**config.mk**
```make
export PLATFORM = sky130hd
export DESIGN_NAME = func_32b_accum
export DESIGN_NICKNAME = d
export VERILOG_FILES = /design/src/rtl/func_32b_accum_pkg.sv /design/src/rtl/func_32b_add_sub.sv /design/src/rtl/func_32b_accum.sv
export SDC_FILE = /design/constraint.sdc
export NUM_CORES = 1
export LEC_CHECK = 0
export ABC_AREA = 1
export BUFFER_PORTS_ARGS = -buffer_cell sky130_fd_sc_hd__buf_2
export CAP_MARGIN = 25
export CORE_UTILIZATION = 40
export CTS_BUF_LIST = sky130_fd_sc_hd__clkbuf_4
export CTS_CLUSTER_DIAMETER = 100
export DETAILED_ROUTE_END_ITERATION = 12
export GPL_TIMING_DRIVEN = 0
export PLACE_DENSITY = 0.65
export SETUP_SLACK_MARGIN = 0.05
export SLEW_MARGIN = 20
export SYNTH_ARGS = -nofsm -noshare
export SYNTH_HDL_FRONTEND = slang
export SYNTH_SLANG_ARGS = --single-unit
```
**constraint.sdc**
```tcl
create_clock -name CGRA_Clock -period 2.3 [get_ports CGRA_Clock]
set_clock_uncertainty 0.2 [all_clocks]
set_input_delay 0.23 -clock CGRA_Clock [delete_from_list [all_inputs] [get_ports CGRA_Clock]]
set_output_delay 0.23 -clock CGRA_Clock [all_outputs]
set_load 0.02 [all_outputs]
```
**src/rtl/func_32b_accum_pkg.sv**
```systemverilog
// Shared constants for the accumulator microbench: default widths and FSM state encodings.
package func_32b_accum_pkg;

  localparam int unsigned SIZE_DEF  = 32;
  localparam int unsigned CNT_W_DEF = 8;

  typedef enum logic [1:0] {
    ST_IDLE  = 2'd0,
    ST_ACCUM = 2'd1,
    ST_DONE  = 2'd2
  } state_e;

endpackage

```
**src/rtl/func_32b_add_sub.sv**
```systemverilog
// Combinational add/subtract unit with two's-complement signed overflow detect.
module func_32b_add_sub #(
  parameter int unsigned size = 32
) (
  input  logic [size-1:0] in_a,
  input  logic [size-1:0] in_b,
  input  logic            select,
  output logic [size-1:0] out,
  output logic            ovf
);

  logic [size-1:0] w_b_eff;

  // Subtraction as a + ~b + 1 so one adder covers both operations.
  assign w_b_eff = select ? ~in_b : in_b;
  assign out     = in_a + w_b_eff + size'(select);
  assign ovf     = (in_a[size-1] == w_b_eff[size-1]) && (out[size-1] != in_a[size-1]);

endmodule

```
**src/rtl/func_32b_accum.sv**
```systemverilog
// Seeded add/subtract reduction over a counted stream of terms with sticky signed overflow.
module func_32b_accum
  import func_32b_accum_pkg::*;
#(
  parameter int unsigned size  = SIZE_DEF,
  parameter int unsigned cnt_w = CNT_W_DEF
) (
  input  logic             CGRA_Clock,
  input  logic             CGRA_Reset,
  input  logic             start,
  input  logic [cnt_w-1:0] count,
  input  logic [size-1:0]  in_b,
  input  logic [size-1:0]  in_a,
  input  logic             select,
  input  logic             in_valid,
  output logic             in_ready,
  output logic [size-1:0]  out,
  output logic             out_valid,
  input  logic             out_ready,
  output logic             ovf
);

  state_e            r_state;
  state_e            w_state_nxt;
  logic [size-1:0]   r_acc;
  logic [size-1:0]   w_acc_nxt;
  logic [cnt_w-1:0]  r_rem;
  logic [cnt_w-1:0]  w_rem_nxt;
  logic              r_ovf;
  logic              w_ovf_nxt;
  logic              r_in_ready;
  logic              r_out_valid;
  logic [size-1:0]   w_sum;
  logic              w_sum_ovf;

  func_32b_add_sub #(
    .size (size)
  ) u_add_sub (
    .in_a   (r_acc),
    .in_b   (in_a),
    .select (select),
    .out    (w_sum),
    .ovf    (w_sum_ovf)
  );

  always_ff @(posedge CGRA_Clock) begin
    if (!CGRA_Reset) begin
      r_state     <= ST_IDLE;
      r_acc       <= '0;
      r_rem       <= '0;
      r_ovf       <= 1'b0;
      r_in_ready  <= 1'b0;
      r_out_valid <= 1'b0;
    end else begin
      r_state     <= w_state_nxt;
      r_acc       <= w_acc_nxt;
      r_rem       <= w_rem_nxt;
      r_ovf       <= w_ovf_nxt;
      r_in_ready  <= (w_state_nxt == ST_ACCUM);
      r_out_valid <= (w_state_nxt == ST_DONE);
    end
  end

  // Next-state and datapath update; unlisted conditions hold every register.
  always_comb begin
    w_state_nxt = r_state;
    w_acc_nxt   = r_acc;
    w_rem_nxt   = r_rem;
    w_ovf_nxt   = r_ovf;
    case (r_state)
      ST_IDLE: begin
        if (start) begin
          w_acc_nxt   = in_b;
          w_rem_nxt   = count;
          w_ovf_nxt   = 1'b0;
          w_state_nxt = (count == '0) ? ST_DONE : ST_ACCUM;
        end
      end
      ST_ACCUM: begin
        if (in_valid) begin
          w_acc_nxt = w_sum;
          w_rem_nxt = r_rem - cnt_w'(1);
          w_ovf_nxt = r_ovf | w_sum_ovf;
          if (r_rem == cnt_w'(1)) begin
            w_state_nxt = ST_DONE;
          end
        end
      end
      ST_DONE: begin
        if (out_ready) begin
          w_state_nxt = ST_IDLE;
        end
      end
      default: begin
        w_state_nxt = ST_IDLE;
      end
    endcase
  end

  assign in_ready  = r_in_ready;
  assign out_valid = r_out_valid;
  assign out       = r_acc;
  assign ovf       = r_ovf;

endmodule

```
==> results.toml, run 1 <==
[detailed_routing]
first_drt_iteration_drcs = 369
route.detailed.drc = 0
wl_um = 14500
wl_per_cell_um = 14.1
vias_per_cell = 5.10
via_count = 5252
final_antenna_net_count = 0
initial_drt_pass_iterations = 6

[finish]
drive_above_1_share_pct = 24.5
final-instance-count-excl-fill = 1029
area_growth_synth_to_finish_pct = 29.4
layout.nets = 998

[logic_synthesis]
synth-edff-count = 0
synthMuxAreaShare_pct = 0
synthAdderAreaFrac_pct = 9.41
synth-main-ff-cell = "sky130_fd_sc_hd__dfxtp_1"
simple_gate_share_of_the_synthesized_area_pct = 32.7
ys_async_sr_fraction_pct = 0
count_leader_synth = "sky130_fd_sc_hd__nand2_1"
synth-xor-area-share_pct = 8.62
synth_top_cells_by_count = "193 x sky130_fd_sc_hd__nand2_1, 95 x sky130_fd_sc_hd__a21oi_1, 74 x sky130_fd_sc_hd__inv_1"
synth_compound_area_share_pct = 19.7
synthesis.nets = 845
synth_area_mm2 = 0.00447
netlist_instances = 734
synth_top_area_cell = "sky130_fd_sc_hd__dfxtp_1"
yosys-top-cells-area = "sky130_fd_sc_hd__dfxtp_1 20%, sky130_fd_sc_hd__nand2_1 16%, sky130_fd_sc_hd__a21oi_1 11%, sky130_fd_sc_hd__ha_1 9.0%, sky130_fd_sc_hd__xor2_1 7.8%"
ys.warnings.count = 0
avgSynthCellArea_um2 = 6.09
synthDistinctLibCells = 41
post-synth-top-area-fraction_pct = 20.2
synth_seq_cells = 45
synth_top_family_by_area = "simple AND/OR/NAND/NOR gates"
synth_sequential_area_ratio_pct = 20.2

[floorplanning]
floorplan.die.width_um = 108
starting_utilization_of_the_core_area_pct = 41.2
core-area_mm2 = 0.0108
placement_rows = 38
die_height_um = 108
fp.dieArea_mm2 = 0.0116
io-pin-count = 113

[worst_setup_path]
worstRegToRegCells = 10
worstSetupEndpoint = "out[22]$_SDFFE_PN0P_"
crit_path_start = "out[11]$_SDFFE_PN0P_"
path_cells = "ha_2 > a21oi_1 > o21ai_0 > a21oi_1 > nand2_4 > nand3_2 > nand2_1 > nand2_1 > nand3_1 > a21oi_1"
cp_num_cells = 10
worst_ep_arrival_time_ps = 2320
total_buffers_and_inverters_traversed_by_the_critical_path = 0
crit_family = "compound AO/OA/AOI/OAI gates"
worstPathRequired_ps = 2430
crit_path_start_kind = "flip-flop"
critical_path.most_common_cell = "sky130_fd_sc_hd__a21oi_1"
longest_individual_stage_delay_on_the_worst_path_ps = 420
setup.reg_to_reg.worst_slack_ps = 110
rr_startpoint = "out[11]$_SDFFE_PN0P_"
path_class = "reg -> reg"
crit_fanout = 4
worstSetupEndpointType = "flip-flop"
timing.rr.end = "out[22]$_SDFFE_PN0P_"
critical_path.slowest_cell = "sky130_fd_sc_hd__dfxtp_1"

[power]
leakage_power_figure_nw = 2.92
peakVddDrop_v = 0.000311
power_density_mw_per_mm2 = 611

[global_route]
grt_util_all_layers_pct = 25.4
grt_pass1_wl_um = 23000
grt_util_met1_pct = 33.5
busiest_layer = "met2"
initial_antenna_violation_count = 1
global_route.usage.met3_pct = 2.91
use_met2_pct = 42.9
global_route.overflow_total = 0
grt_max_degree = 16
grt_pass1_vias = 4822

[outcome]
outcome = "completed"

[placement]
place.gp.congestion = 0.904
io_buffer_count = 111
hpwlAfterDp_um = 11300
numPlacedInstances = 985

[timing]
report.final.hold_viol_count = 0
unrepaired_setup_endpoints_after_global_routing = "true"
timing.hold.ws_ps = 0.963
final.period_utilization_pct = 95.2
worst_pin_slew_ps = 695
min_cycle_time_layout_ps = 2190
max_clock_freq_mhz = 457
final-setup-viol-count = 0
timing_max_transition_violations_final = 0
max_slew_margin_pct = 53.6

[clocking]
clk_latency_ps = 390
cts_buffers = 5
cts_max_path_buffers = 2
cts.root.buffer_cell = "sky130_fd_sc_hd__clkbuf_4"
cts.reportedPaths.clkPinSlew_ps = 170
htreeDepth = 2
cts.sink_count = 45
clock_tree_from_tritoncts = "done"

[hold_path]
timing.hold.worst.start = "count[1]"
hold_path_class = "in -> reg"

[flow_run]
cap_viol_max_count = 0
flip-flops by register name (all words and copies together), names as in the netlist:
signal,flops
out,32
out_valid,1
ovf,1
r_rem,8
in_ready,1
r_state,2
area by class of cell:
type	count	area, um2
fill	1187	5060
multi-input combinational	583	3310
sequential	45	902
timing repair buffer	146	896
inverter	83	312
tap	140	175
buffer	23	124
clock buffer	5	37.5
clock inverter	3	21.3
antenna	1	2.50
logic make-up after synthesis:
group                      after synthesis
DFF                                     45
adders and majority gates               33
buffers and inverters                  106
AOI/OAI and AO/OA                      165
xor gates and xnor gates                44
and+or+nand+nor                        341
what timing repair did:
item                                    in CTS  in global routing
gates resized for setup                      1                 51
hold buffers                                31                  0
endpoints found under the hold margin       31                  0
pin swaps                                    0                  8
endpoints found under the setup margin       2                 17
setup buffers                                0                  4
worst register-to-register path, delay by kind of cell (launching register included):
kind / cells / cell delay, ps
AO/OA/AOI/OAI: 4 / 790
flip-flops: 1 / 420
AND/OR/NAND/NOR: 5 / 390
adder cells (fa/ha/maj): 1 / 340
cell usage in the layout (no fill, tap or decap), drive strengths merged:
master	synthesis	final
a211oi	2	2
a21oi	98	98
a22oi	1	1
a31oi	2	2
buf	14	129
clkbuf	9	14
clkinv	0	1
clkinvlp	0	1
dfxtp	45	45
diode	0	1
dlygate4sd3	0	31
fa	1	1
ha	32	32
inv	83	84
nand2	205	205
nand3	46	46
nand3b	4	4
nand4	4	4
nor2	68	68
nor3	4	4
nor4	2	2
o211ai	4	4
o21a	1	1
o21ai	52	52
o21bai	3	3
o31ai	1	1
o41ai	1	1
or2	7	7
or3	1	1
xnor2	4	4
xor2	40	40
worst min-delay path by stage:
stage,endpoint,slack (ps),cells after the start
after floorplan,r_rem[1]$_SDFFE_PN0P_,170,2
after global placement,ovf$_SDFFE_PN0P_,250,2
after detailed placement,ovf$_SDFFE_PN0P_,250,2
after CTS,out[25]$_SDFFE_PN0P_,10,5
after global routing,out[27]$_SDFFE_PN0P_,10,5
final,r_rem[1]$_SDFFE_PN0P_,1,3
through the flow:
| stage | TNS [ps] | util, % | total power, mW | area [um2] | setup WS [ps] |
|---|---|---|---|---|---|
| 4_1_cts | 0 | 51.5 | 3.38 | 5580 | 70.7 |
| 3_5_place_dp | -5900 | 48.1 | 2.90 | 5210 | -415 |
| 3_3_place_gp | -5750 | 48.1 | 2.89 | 5210 | -416 |
| 5_1_grt | 0 | 53.4 | 3.83 | 5780 | 34.2 |
| 6_report | 0 | 53.4 | 3.54 | 5780 | 111 |
| 2_1_floorplan | 0 | - | 2.37 | 4480 | 34.1 |
layer usage:
| layer | share of wire [%] | wire length (um) | vias up |
|---|---|---|---|
| li1 | - | - | 2704 |
| met1 | 47 | 6860 | 2376 |
| met2 | 46 | 6660 | 155 |
| met3 | 5.4 | 783 | 17 |
| met4 | 1.6 | 229 | 0 |
| met5 | 0 | 0 | - |
power breakdown:
part,internal [mW],switching (mW)
sequential,0.890,0.0987
combinational,0.775,1.32
clock,0.122,0.328
(Power assumes the default switching activity.)
==> run 2: changes to the inputs <==
--- a/config.mk
+++ b/config.mk
@@ -8,6 +8,7 @@
 export ABC_AREA = 1
 export BUFFER_PORTS_ARGS = -buffer_cell sky130_fd_sc_hd__buf_2
 export CAP_MARGIN = 25
+export CORE_ASPECT_RATIO = 0.7
 export CORE_UTILIZATION = 40
 export CTS_BUF_LIST = sky130_fd_sc_hd__clkbuf_4
 export CTS_CLUSTER_DIAMETER = 100
==> results.toml, run 2 (synthesis gave the netlist of run 1 again) <==
[power]
leakage_power_figure_nw = 2.92
seq_power_share_pct = 26.7
net-switching-power_mw = 1.82
peakVddDrop_v = 0.000292
power_density_mw_per_mm2 = 634
cellInternalPower_mw = 1.95
p_total_mw = 3.77
power.clock.fraction_pct = 14.8
combinational_share_of_power_pct = 58.4
switching_share_pct = 48.3

[worst_setup_path]
worstPathRequired_ps = 2370
worst_ep_arrival_time_ps = 2300
total_buffers_and_inverters_traversed_by_the_critical_path = 2
crit_fanout = 10
critical_path.slowest_cell = "sky130_fd_sc_hd__ha_2"
path_cells = "buf_4 > buf_6 > xor2_1 > ha_2 > nand2_1 > nor2_2 > nand2_1 > nor2_1 > nand2_2 > nand4_1 > nand3_2 > nand2_1 > a21oi_1"
path_class = "in -> reg"
longest_individual_stage_delay_on_the_worst_path_ps = 390
crit_path_start_kind = "primary input"
critical_path.most_common_cell = "sky130_fd_sc_hd__nand2_1"
crit_family = "simple AND/OR/NAND/NOR gates"
worstSetupEndpointType = "flip-flop"

[finish]
drive_above_1_share_pct = 26.9
largest_register_ffs = 32
filler_cell_count = 1044
antenna_cells_inserted = 0
area_growth_synth_to_finish_pct = 33.3
layout.nets = 995
layout.cells.most_common = "sky130_fd_sc_hd__nand2_1"
design_area_mm2 = 0.00596
layout_common_cells = "181 x sky130_fd_sc_hd__nand2_1, 117 x sky130_fd_sc_hd__buf_2, 80 x sky130_fd_sc_hd__a21oi_1"

[clocking]
cts.reportedPaths.clkPinSlew_ps = 160
clock_tree_from_tritoncts = "done"
clk_latency_ps = 380
htreeDepth = 2
cts_max_path_buffers = 2
cts_buffers = 5
cts.root.buffer_cell = "sky130_fd_sc_hd__clkbuf_4"
cts.sink_count = 45

[global_route]
grt_pass1_vias = 4912
global_route.overflow_total = 0
grt_util_all_layers_pct = 27.0
initial_antenna_violation_count = 0
grt_max_degree = 15
grt_pass1_wl_um = 24500

[outcome]
outcome = "completed"

[detailed_routing]
wl_per_cell_um = 15.5
route.detailed.drc = 0
first_drt_iteration_drcs = 433
initial_drt_pass_iterations = 5
top_layer = "met4"
vias_per_cell = 5.23
met1Wirelength_um = 8170
wl_met2_um = 6420
via_count = 5399
final_antenna_net_count = 0
wl_um = 16000
met3_wire_length_um = 1240

[placement]
place_area_mm2 = 0.00522
place.gp.congestion = 0.942
hpwlAfterDp_um = 12500
io_buffer_count = 111

[floorplanning]
die_height_um = 90.4
fp.dieArea_mm2 = 0.0116
core-area_mm2 = 0.0106
io-pin-count = 113
starting_utilization_of_the_core_area_pct = 42.2
floorplan.die.width_um = 128
placement_rows = 31

[timing]
final.period_utilization_pct = 96.8
max_clock_freq_mhz = 449
timing_max_transition_violations_final = 0
timing.hold.ws_ps = 16.7
min_cycle_time_layout_ps = 2230
report.final.hold_viol_count = 0
final-setup-viol-count = 0
unrepaired_setup_endpoints_after_global_routing = "true"
worst_pin_slew_ps = 600
max_slew_margin_pct = 60.0

[hold_path]
hold_path_class = "in -> reg"

[flow_run]
cap_viol_max_count = 0
==> run 2: cell count changes in the layout (fill, tap and decap cells not counted), moves of 4 or more <==
| cell | previous run | this run |
|---|---|---|
| sky130_fd_sc_hd__xor2_1 | 40 | 35 |
| sky130_fd_sc_hd__dfxtp_2 | 1 | 6 |
| sky130_fd_sc_hd__dfxtp_1 | 44 | 39 |
| sky130_fd_sc_hd__xor2_2 | 0 | 5 |
| sky130_fd_sc_hd__ha_1 | 26 | 15 |
| sky130_fd_sc_hd__ha_4 | 1 | 8 |
| sky130_fd_sc_hd__buf_4 | 8 | 4 |
| sky130_fd_sc_hd__ha_2 | 5 | 9 |
==> run 2: worst register-to-register path, cell delays in order, from the launching register on <==
cell and delay, ps:
sky130_fd_sc_hd__dfxtp_1 360, sky130_fd_sc_hd__ha_1 380, sky130_fd_sc_hd__nand2_1 180, sky130_fd_sc_hd__nor2_2 240, sky130_fd_sc_hd__nand2_1 130, sky130_fd_sc_hd__nor2_1 140
sky130_fd_sc_hd__nand2_2 70, sky130_fd_sc_hd__nand4_1 100, sky130_fd_sc_hd__nand3_2 150, sky130_fd_sc_hd__nand2_1 100, sky130_fd_sc_hd__a21oi_1 60
==> run 2: repair_timing <==
item | 4_1_cts | 5_1_grt
hold endpoints to repair | 31 | 0
setup endpoints to repair | 6 | 18
hold buffers | 31 | 0
pin swaps | 0 | 2
resized for setup | 5 | 75
setup buffers | 0 | 1
==> run 2: area by class of cell <==
| class | count | area (um2) | area share, % |
|---|---|---|---|
| Multi-Input combinational cell | 583 | 3470 | 58.2 |
| Sequential cell | 45 | 908 | 15.3 |
| Timing Repair Buffer | 143 | 873 | 14.7 |
| Inverter | 83 | 312 | 5.23 |
| Tap cell | 148 | 185 | 3.11 |
| Buffer | 23 | 128 | 2.14 |
| Clock buffer | 6 | 45.0 | 0.756 |
| Clock inverter | 2 | 38.8 | 0.651 |
==> run 2: worst paths after layout <==
kind,cells past startpoint,slack [ps],start,endpoint
max,13,70,select,out[26]$_SDFFE_PN0P_
min,5,20,in_b[24],out[24]$_SDFFE_PN0P_
max reg2reg,10,70,out[12]$_SDFFE_PN0P_,out[26]$_SDFFE_PN0P_
min reg2reg,2,270,ovf$_SDFFE_PN0P_,ovf$_SDFFE_PN0P_
==> run 2: power groups by stage <==
stage	Clock (mW)	Sequential [mW]	Combinational, mW
5_1_grt	0.596	1.02	2.42
3_5_place_dp	0	1.01	1.93
4_1_cts	0.564	0.991	1.99
2_1_floorplan	0	1.09	1.29
6_report	0.560	1.01	2.20
3_3_place_gp	0	1.01	1.91
==> run 2: routing by layer <==
metal,up-vias,track usage (%)
li1,2687,-
met1,2457,41.3
met3,20,4.03
met4,0,4.80
met2,235,39.6
met5,-,0
==> run 2: metrics by stage <==
stage	TNS, ps	instances	setup WS, ps	utilization [%]
final	0	1033	72.8	56.2
after global routing	-8.73	1033	-8.73	56.2
after CTS	0	1032	5.49	53.2
after detailed placement	-6380	993	-426	49.3
after global placement	-6000	993	-416	49.3
after floorplan	0	734	34.1	-
==> run 3: changes to the inputs <==
--- a/config.mk
+++ b/config.mk
@@ -6,15 +6,14 @@
 export NUM_CORES = 1
 export LEC_CHECK = 0
 export ABC_AREA = 1
-export BUFFER_PORTS_ARGS = -buffer_cell sky130_fd_sc_hd__buf_2
 export CAP_MARGIN = 25
 export CORE_ASPECT_RATIO = 0.7
 export CORE_UTILIZATION = 40
 export CTS_BUF_LIST = sky130_fd_sc_hd__clkbuf_4
 export CTS_CLUSTER_DIAMETER = 100
 export DETAILED_ROUTE_END_ITERATION = 12
+export DONT_BUFFER_PORTS = 1
 export GPL_TIMING_DRIVEN = 0
-export PLACE_DENSITY = 0.65
 export SETUP_SLACK_MARGIN = 0.05
 export SLEW_MARGIN = 20
 export SYNTH_ARGS = -nofsm -noshare
==> results.toml, run 3 (synthesis gave the netlist of run 1 again) <==
[floorplanning]
floorplan.die.width_um = 128
core-area_mm2 = 0.0106
starting_utilization_of_the_core_area_pct = 42.2
io-pin-count = 113
die_height_um = 90.4
fp.dieArea_mm2 = 0.0116
placement_rows = 31

[detailed_routing]
route.detailed.drc = 0
vias_per_cell = 5.47
initial_drt_pass_iterations = 7
wl_um = 16900
via_count = 5153
first_drt_iteration_drcs = 438
final_antenna_net_count = 0
wl_per_cell_um = 17.9

[placement]
hpwlAfterDp_um = 12300
place_area_mm2 = 0.00467
place.gp.congestion = 0.963
io_buffer_count = 0

[finish]
filler_cell_count = 1026
layout_common_cells = "168 x sky130_fd_sc_hd__nand2_1, 75 x sky130_fd_sc_hd__a21oi_1, 74 x sky130_fd_sc_hd__inv_1"
layout.cells.most_common = "sky130_fd_sc_hd__nand2_1"
final_core_density_pct = 57.0
largest_register_ffs = 32
layout.nets = 904
area_growth_synth_to_finish_pct = 35.0
antenna_cells_inserted = 0
design_area_mm2 = 0.00603
drive_above_1_share_pct = 25.6

[clocking]
cts.sink_count = 45
htreeDepth = 2
cts_max_path_buffers = 2
cts.reportedPaths.clkPinSlew_ps = 180
cts.root.buffer_cell = "sky130_fd_sc_hd__clkbuf_4"
clock_tree_from_tritoncts = "done"
clk_latency_ps = 400
cts_buffers = 5

[worst_setup_path]
worst_ep_arrival_time_ps = 2350
crit_path_start_kind = "flip-flop"
path_class = "reg -> reg"
worstPathRequired_ps = 2420
crit_fanout = 4
worstSetupEndpointType = "flip-flop"

[timing]
worst_pin_slew_ps = 634
final.period_utilization_pct = 96.7
timing.hold.ws_ps = 25.6
min_cycle_time_layout_ps = 2220
final-setup-viol-count = 0
unrepaired_setup_endpoints_after_global_routing = "true"
max_clock_freq_mhz = 450
max_slew_margin_pct = 57.7
report.final.hold_viol_count = 0
timing_max_transition_violations_final = 0

[power]
power_density_mw_per_mm2 = 665
leakage_power_figure_nw = 2.62
peakVddDrop_v = 0.000299

[outcome]
outcome = "completed"

[global_route]
grt_max_degree = 15
global_route.overflow_total = 0
grt_pass1_vias = 4674
initial_antenna_violation_count = 0
grt_pass1_wl_um = 24500
grt_util_all_layers_pct = 27.2

[flow_run]
cap_viol_max_count = 0

[hold_path]
hold_path_class = "in -> reg"
## run 3: area by class of cell
type | count | area [um2] | share of cell area, %
well taps | 148 | 185 | 3.07
clock buffers | 6 | 45.0 | 0.747
plain buffers | 23 | 135 | 2.24
flip-flops and latches | 45 | 993 | 16.5
multi-input cells | 583 | 3820 | 63.3
inverters | 83 | 312 | 5.16
repair buffers | 52 | 503 | 8.34
clock inverters | 2 | 38.8 | 0.643
## run 3: worst max-delay path: stages, from the launching register on
cell and delay [ps]:
sky130_fd_sc_hd__dfxtp_2 400, sky130_fd_sc_hd__ha_2 410, sky130_fd_sc_hd__nand2_2 140, sky130_fd_sc_hd__o21ai_2 200
sky130_fd_sc_hd__inv_1 100, sky130_fd_sc_hd__nand3_4 110, sky130_fd_sc_hd__nand2_2 80, sky130_fd_sc_hd__inv_2 70
sky130_fd_sc_hd__nand2_2 50, sky130_fd_sc_hd__nand3_1 90, sky130_fd_sc_hd__nand3_2 140, sky130_fd_sc_hd__a21oi_2 160
## run 3: worst paths after layout
kind / from / endpoint / slack, ps / cells past startpoint
min reg2reg: r_rem[2]$_SDFFE_PN0P_ / r_rem[2]$_SDFFE_PN0P_ / 330 / 2
max: out[11]$_SDFFE_PN0P_ / out[20]$_SDFFE_PN0P_ / 80 / 11
max reg2reg: out[11]$_SDFFE_PN0P_ / out[20]$_SDFFE_PN0P_ / 80 / 11
min: CGRA_Reset / r_rem[4]$_SDFFE_PN0P_ / 30 / 3
## run 3: where the power goes
part / switching, mW / internal, mW
clock: 0.328 / 0.244
combinational: 1.38 / 0.891
sequential: 0.254 / 0.914
## run 3: per-layer routing
metal	GRT usage [%]	up-vias	wire length, um
li1	-	2510	-
met1	40.8	2382	8070
met2	39.3	250	7040
met3	6.28	11	1660
met4	4.51	0	96
met5	0	-	0
## run 3: per-stage QoR
stage                     cells  power [mW]  TNS [ps]  setup slack (ps)
after floorplan             734        2.37         0              34.1
after global placement      882        2.78     -6590              -438
after detailed placement    882        2.80     -7220              -471
after CTS                   935        3.47         0              50.7
after global routing        942        4.27     -28.4             -15.2
final                       942        4.01         0              75.8
## run 3: repair_timing
action | 4_1_cts | 5_1_grt
gates resized for setup | 40 | 162
endpoints found under the hold margin | 44 | 0
hold buffers | 45 | 0
setup endpoints to repair | 16 | 23
pin swaps | 1 | 27
buffers inserted | 0 | 7
